$ cat config.mk
export PLATFORM = sky130hd
export DESIGN_NAME = alu_rr_scheduler
export DESIGN_NICKNAME = d
export VERILOG_FILES = /design/src/rtl/alu_rr_scheduler.sv
export SDC_FILE = /design/constraint.sdc
export NUM_CORES = 1
export LEC_CHECK = 0
export ABC_AREA = 1
export CAP_MARGIN = 20
export CORE_MARGIN = 10
export CORE_UTILIZATION = 42
export DETAILED_ROUTE_END_ITERATION = 10
export PLACE_DENSITY = 0.87
export SLEW_MARGIN = 20
export SYNTH_ARGS = -nofsm -noshare
export SYNTH_HDL_FRONTEND = slang
export SYNTH_SLANG_ARGS = --single-unit
$ cat constraint.sdc
create_clock -name CLK -period 3.6 [get_ports CLK]
set_input_delay 0.36 -clock CLK [delete_from_list [all_inputs] [get_ports CLK]]
set_output_delay 0.36 -clock CLK [all_outputs]
set_load 0.1 [all_outputs]
$ cat src/rtl/alu_rr_scheduler.sv
// Two-requester round-robin front end for a shared ALU_TOP.
// Grants one operation at a time, holds the ALU operands while the ALU's
// registered result settles, and returns the selected result group on a
// shared response bus tagged with the owning requester.
`timescale 1ns/1ps
module alu_rr_scheduler #(
    parameter int DATA_WIDTH  = 16,
    parameter int ALU_LATENCY = 1
) (
    input  logic                  CLK,
    input  logic                  RST,
    input  logic                  REQ0_VALID,
    output logic                  REQ0_READY,
    input  logic [DATA_WIDTH-1:0] REQ0_A,
    input  logic [DATA_WIDTH-1:0] REQ0_B,
    input  logic [3:0]            REQ0_FUN,
    input  logic                  REQ1_VALID,
    output logic                  REQ1_READY,
    input  logic [DATA_WIDTH-1:0] REQ1_A,
    input  logic [DATA_WIDTH-1:0] REQ1_B,
    input  logic [3:0]            REQ1_FUN,
    output logic                  RSP_VALID,
    input  logic                  RSP_READY,
    output logic                  RSP_ID,
    output logic [DATA_WIDTH-1:0] RSP_DATA,
    output logic                  RSP_CARRY,
    output logic [3:0]            RSP_FLAGS,
    output logic                  RSP_ERR,
    output logic                  BUSY,
    output logic [DATA_WIDTH-1:0] ALU_A,
    output logic [DATA_WIDTH-1:0] ALU_B,
    output logic [3:0]            ALU_FUN,
    input  logic [DATA_WIDTH-1:0] ALU_ARITH_OUT,
    input  logic [DATA_WIDTH-1:0] ALU_LOGIC_OUT,
    input  logic [DATA_WIDTH-1:0] ALU_CMP_OUT,
    input  logic [DATA_WIDTH-1:0] ALU_SHIFT_OUT,
    input  logic                  ALU_CARRY_OUT,
    input  logic                  ALU_ARITH_FLAG,
    input  logic                  ALU_LOGIC_FLAG,
    input  logic                  ALU_CMP_FLAG,
    input  logic                  ALU_SHIFT_FLAG
);

    localparam logic [2:0] LAT_C     = 3'(ALU_LATENCY);
    localparam logic [3:0] FUN_DIV_C = 4'b0011;

    typedef enum logic [1:0] {
        ST_IDLE = 2'b00,
        ST_WAIT = 2'b01,
        ST_RESP = 2'b10
    } state_t;

    // Flag pattern the ALU must raise for a given function class.
    function automatic logic [3:0] class_flags(input logic [1:0] cls);
        logic [3:0] f;
        case (cls)
            2'b00:   f = 4'b1000;
            2'b01:   f = 4'b0100;
            2'b10:   f = 4'b0010;
            2'b11:   f = 4'b0001;
            default: f = 4'b0000;
        endcase
        return f;
    endfunction

    state_t                  state_r, state_s;
    logic                    prio_r;
    logic                    id_r;
    logic [2:0]              cnt_r;
    logic [1:0]              cls_r;
    logic                    busy_r;

    logic                    gnt_vld_s;
    logic                    gnt_id_s;
    logic [DATA_WIDTH-1:0]   sel_a_s;
    logic [DATA_WIDTH-1:0]   sel_b_s;
    logic [3:0]              sel_fun_s;
    logic                    div0_s;

    logic [DATA_WIDTH-1:0]   res_data_s;
    logic                    res_carry_s;
    logic [3:0]              res_flags_s;
    logic                    res_err_s;

    logic [DATA_WIDTH-1:0]   alu_a_r;
    logic [DATA_WIDTH-1:0]   alu_b_r;
    logic [3:0]              alu_fun_r;
    logic                    rsp_valid_r;
    logic                    rsp_id_r;
    logic [DATA_WIDTH-1:0]   rsp_data_r;
    logic                    rsp_carry_r;
    logic [3:0]              rsp_flags_r;
    logic                    rsp_err_r;

    // Arbitration: only in IDLE; PRIO breaks ties when both requesters are valid.
    always_comb begin
        gnt_vld_s = 1'b0;
        gnt_id_s  = 1'b0;
        if (state_r == ST_IDLE) begin
            if (REQ0_VALID && REQ1_VALID) begin
                gnt_vld_s = 1'b1;
                gnt_id_s  = prio_r;
            end else if (REQ0_VALID) begin
                gnt_vld_s = 1'b1;
                gnt_id_s  = 1'b0;
            end else if (REQ1_VALID) begin
                gnt_vld_s = 1'b1;
                gnt_id_s  = 1'b1;
            end else begin
                gnt_vld_s = 1'b0;
                gnt_id_s  = 1'b0;
            end
        end else begin
            gnt_vld_s = 1'b0;
            gnt_id_s  = 1'b0;
        end
    end

    assign REQ0_READY = gnt_vld_s & ~gnt_id_s;
    assign REQ1_READY = gnt_vld_s &  gnt_id_s;

    // Operand mux for the granted requester plus divide-by-zero detection.
    always_comb begin
        sel_a_s   = REQ0_A;
        sel_b_s   = REQ0_B;
        sel_fun_s = REQ0_FUN;
        if (gnt_id_s) begin
            sel_a_s   = REQ1_A;
            sel_b_s   = REQ1_B;
            sel_fun_s = REQ1_FUN;
        end else begin
            sel_a_s   = REQ0_A;
            sel_b_s   = REQ0_B;
            sel_fun_s = REQ0_FUN;
        end
        div0_s = (sel_fun_s == FUN_DIV_C) && (sel_b_s == {DATA_WIDTH{1'b0}});
    end

    // Pick the ALU output group for the latched class and judge the flags.
    always_comb begin
        res_data_s  = ALU_ARITH_OUT;
        res_carry_s = 1'b0;
        case (cls_r)
            2'b00: begin
                res_data_s  = ALU_ARITH_OUT;
                res_carry_s = ALU_CARRY_OUT;
            end
            2'b01:   res_data_s = ALU_LOGIC_OUT;
            2'b10:   res_data_s = ALU_CMP_OUT;
            2'b11:   res_data_s = ALU_SHIFT_OUT;
            default: res_data_s = ALU_ARITH_OUT;
        endcase
        res_flags_s = {ALU_ARITH_FLAG, ALU_LOGIC_FLAG, ALU_CMP_FLAG, ALU_SHIFT_FLAG};
        res_err_s   = (res_flags_s != class_flags(cls_r));
    end

    // Next-state logic; divide-by-zero skips the ALU entirely.
    always_comb begin
        state_s = state_r;
        case (state_r)
            ST_IDLE: begin
                if (gnt_vld_s) begin
                    state_s = div0_s ? ST_RESP : ST_WAIT;
                end else begin
                    state_s = ST_IDLE;
                end
            end
            ST_WAIT: begin
                if (cnt_r == 3'd0) begin
                    state_s = ST_RESP;
                end else begin
                    state_s = ST_WAIT;
                end
            end
            ST_RESP: begin
                if (RSP_READY) begin
                    state_s = ST_IDLE;
                end else begin
                    state_s = ST_RESP;
                end
            end
            default: state_s = ST_IDLE;
        endcase
    end

    // State, priority, owner, class and latency counter registers.
    always_ff @(posedge CLK) begin
        if (RST) begin
            state_r <= ST_IDLE;
            prio_r  <= 1'b0;
            id_r    <= 1'b0;
            cnt_r   <= 3'd0;
            cls_r   <= 2'b00;
            busy_r  <= 1'b0;
        end else begin
            state_r <= state_s;
            busy_r  <= (state_s != ST_IDLE);
            if (state_r == ST_IDLE && gnt_vld_s) begin
                prio_r <= ~gnt_id_s;
                id_r   <= gnt_id_s;
                cnt_r  <= LAT_C;
                cls_r  <= sel_fun_s[3:2];
            end else if (state_r == ST_WAIT && cnt_r != 3'd0) begin
                cnt_r <= cnt_r - 3'd1;
            end
        end
    end

    // ALU operand registers: loaded on a real grant, otherwise held.
    always_ff @(posedge CLK) begin
        if (RST) begin
            alu_a_r   <= {DATA_WIDTH{1'b0}};
            alu_b_r   <= {DATA_WIDTH{1'b0}};
            alu_fun_r <= 4'b0000;
        end else if (state_r == ST_IDLE && gnt_vld_s && !div0_s) begin
            alu_a_r   <= sel_a_s;
            alu_b_r   <= sel_b_s;
            alu_fun_r <= sel_fun_s;
        end
    end

    // Response registers: filled on capture or divide-by-zero, held until consumed.
    always_ff @(posedge CLK) begin
        if (RST) begin
            rsp_valid_r <= 1'b0;
            rsp_id_r    <= 1'b0;
            rsp_data_r  <= {DATA_WIDTH{1'b0}};
            rsp_carry_r <= 1'b0;
            rsp_flags_r <= 4'b0000;
            rsp_err_r   <= 1'b0;
        end else begin
            case (state_r)
                ST_IDLE: begin
                    if (gnt_vld_s && div0_s) begin
                        rsp_valid_r <= 1'b1;
                        rsp_id_r    <= gnt_id_s;
                        rsp_data_r  <= {DATA_WIDTH{1'b1}};
                        rsp_carry_r <= 1'b0;
                        rsp_flags_r <= 4'b0000;
                        rsp_err_r   <= 1'b1;
                    end
                end
                ST_WAIT: begin
                    if (cnt_r == 3'd0) begin
                        rsp_valid_r <= 1'b1;
                        rsp_id_r    <= id_r;
                        rsp_data_r  <= res_data_s;
                        rsp_carry_r <= res_carry_s;
                        rsp_flags_r <= res_flags_s;
                        rsp_err_r   <= res_err_s;
                    end
                end
                ST_RESP: begin
                    if (RSP_READY) begin
                        rsp_valid_r <= 1'b0;
                    end
                end
                default: rsp_valid_r <= 1'b0;
            endcase
        end
    end

    assign RSP_VALID = rsp_valid_r;
    assign RSP_ID    = rsp_id_r;
    assign RSP_DATA  = rsp_data_r;
    assign RSP_CARRY = rsp_carry_r;
    assign RSP_FLAGS = rsp_flags_r;
    assign RSP_ERR   = rsp_err_r;
    assign BUSY      = busy_r;
    assign ALU_A     = alu_a_r;
    assign ALU_B     = alu_b_r;
    assign ALU_FUN   = alu_fun_r;

endmodule

==> results.toml <==
[placement]
port_buffers = 208
placed_area_um2 = 5809
place_ws_ps = 424.6
dp_hpwl_mm = 11.16
gp_congestion = 0.8671

[layout]
multiInputGateArea_um2 = 1993
fill_cells = 720
area_growth_pct = 61.75
finalInstanceArea_um2 = 6021
final_core_util_pct = 69.38
drive_gt1_share_pct = 6.040
final-seq-area_um2 = 1401
diodes = 0
fin_nets = 888

[synth]
synth_top_area_cell = "dfxtp_1"
synth_simple_gate_area_share_pct = 34.79
synthCells = 546
synth-compound-area-share_pct = 17.08
netlist-cell-type-count = 30
synthesis.area_um2 = 3722
synthTopCellsByCount = "nand2_1, dfxtp_1, nand3_1"
async_flop_share_pct = 0
synth_top_area_share_pct = 37.65
synth.area.mux_share_pct = 0
ys_ff_latch = 70
syn_avg_cell_area_um2 = 6.817
synth_area_leaders = "dfxtp_1, nand2_1, nand3_1, nor2_1, o211a_1"
synth_seq_area_share_pct = 37.65
synth.net_count = 694
synthAdderAreaFrac_pct = 0.6723
synth_most_common_cell = "nand2_1"
synthFlopType = "dfxtp_1"
synth_top_family_by_area = "simple AND/OR/NAND/NOR gates"
synthXorXnorAreaFrac_pct = 0.9412
synth_edf_count = 0
yosysWarnings = 0

[grt]
top_usage_layer = "met2"
met1_usage_pct = 22.71
antenna_found_initial = 0
grt_pass1_wl_mm = 22.37
grt_max_degree = 39
grt_use_met3_pct = 7.600
globalRouteOverflowTotal = 0
gr-usage-met2_pct = 36.75
grt_pass1_vias = 4433
grtUsageTotal_pct = 20.65

[floorplanning]
die_x_um = 114.1
num_rows = 34
die_h_um = 114.1
start_util_pct = 42.89
dieArea_um2 = 13030
core_um2 = 8678
num_io_pins = 209

[timing]
max_freq_ghz = 0.3478
worst_slew_pin_slew_ps = 1022
fin_skew_ps = 8.493
slew_headroom_pct = 31.66
drv_slew = 0
worst_slack_ps = 724.5
hold_viol_final = 0
rsz0062_at_grt = "no"
period_share_pct = 79.87
setup_viol = 0
tns_ps = 0
period_minus_slack_ps = 2875

[detailed_routing]
first_pass_iters = 4
wl_per_cell_um = 16.38
drcViolationCount = 0
avgViaCountPerCell = 5.149
routed_wl_mm = 13.97
dr_total_vias = 4392
drt_iter0_markers = 296
ant_nets = 0

[worst_setup_path]
crit_path_end_kind = "register"
r2r-start = "state_r[1]"
path_max_fanout = 25
arrival_ps = 3080
timing_worst_setup_path_type = "primary input to register"
r2r_cells = 13
r2r-end = "RSP_FLAGS[3]"
cp.required_ps = 3800
crit_path_start_kind = "primary input"
rrSetupSlack_ps = 810
critPathLaunch = "REQ1_VALID"

[flow_run]
maxCapViolCount = 0

[run_status]
status = "completed"

[clock_tree]
clock-root-buffer = "clkbuf_8"
cts_sinks = 70
cts_setup_buffers = 0
ctsResizeCount = 0
cts_buffer_depth = 2
cts_hold_buf = 0
clock_latency_ps = 340
numCtsBuffers = 9
cts_tree = "done"
cts.clk_slew.worst_paths_ps = 70
htreeDepth = 3

[pwr]
p_per_area_nw_per_um2 = 563.8
power_leakage_nw = 2.633
vdd_drop_max_mv = 0.3404
p_total_mw = 3.395

[min_path]
hp-start = "RSP_DATA[9]"
holdPathEnd = "RSP_DATA[9]"
holdPathStages = 2
worstHoldPathType = "register to register"
==> worst max-delay path by stage <==
stage                    to  slack (ps)  cells past startpoint
6_report       RSP_FLAGS[3]         720                     13
5_1_grt        RSP_FLAGS[0]         380                     13
4_1_cts        RSP_FLAGS[3]         770                     13
3_5_place_dp   RSP_FLAGS[3]         420                     13
3_3_place_gp   RSP_DATA[13]         560                     13
2_1_floorplan    REQ0_READY         300                      6
==> logic make-up (layout without fill, tap and decap cells) <==
| family | after synthesis | after routing |
|---|---|---|
| AOI/OAI and AO/OA | 90 | 90 |
| xor gates and xnor gates | 4 | 4 |
| adders and majority gates | 2 | 2 |
| buffers and inverters | 71 | 270 |
| DFF | 70 | 70 |
| and+or+nand+nor | 309 | 309 |
==> routing by layer <==
metal  up-vias  wire length, um
met3        10             1536
met1      2011             5328
met5         -                0
li1       2188                -
met4         0              137
met2       183             6968
==> critical path, cell delays in order <==
cell and delay, ps:
clkdlybuf4s50_1 700, nand3_4 320, buf_4 310, nand2_1 90, nand2_1 70, nor2_1 90, nand2_1 60, nor2_1 190
nand3_1 150, nand2_1 220, nand2_2 300, nand2_1 150, a21oi_1 70
==> through the flow <==
step	hold slack [ps]	instances
after floorplan	443.8	546
after global placement	447.1	836
after detailed placement	454.8	836
after CTS	466.3	852
after global routing	478.1	853
final	466.2	853
==> state kept, by name, indices dropped and copies added, names as in the netlist <==
register and flops:
prio_r 1, ALU_A 16, RSP_ERR 1, ALU_FUN 4
RSP_ID 1, RSP_VALID 1, BUSY 1, RSP_FLAGS 4
RSP_DATA 16, id_r 1, ALU_B 16, state_r 2
RSP_CARRY 1, cnt_r 3, cls_r 2
==> cell type report <==
class,count,area share [%]
clock inverter,3,0.7066
multi-input combinational,405,33.10
sequential,70,23.28
inverter,38,2.411
clock buffer,13,2.639
tap,108,2.244
timing repair buffer,216,35.62
==> power by group <==
part	switching, mW	internal (mW)
Combinational	1.27	0.508
Sequential	0.0722	0.896
Clock	0.286	0.358
==> placed cells by master (no fill, tap or decap), types with 3 or more instances in the layout <==
| cell | instances |
|---|---|
| a31oi_1 | 13 |
| clkbuf_8 | 11 |
| a21oi_1 | 30 |
| inv_1 | 34 |
| clkdlybuf4s50_1 | 205 |
| inv_2 | 3 |
| nand2_1 | 193 |
| o211ai_1 | 3 |
| o211a_1 | 16 |
| nand3_1 | 50 |
| nor2_1 | 45 |
| buf_4 | 9 |
| nand4_1 | 13 |
| dfxtp_1 | 70 |
| a211oi_2 | 10 |
| o21ai_0 | 14 |
No activity file was read; power rests on OpenSTA's default activity.
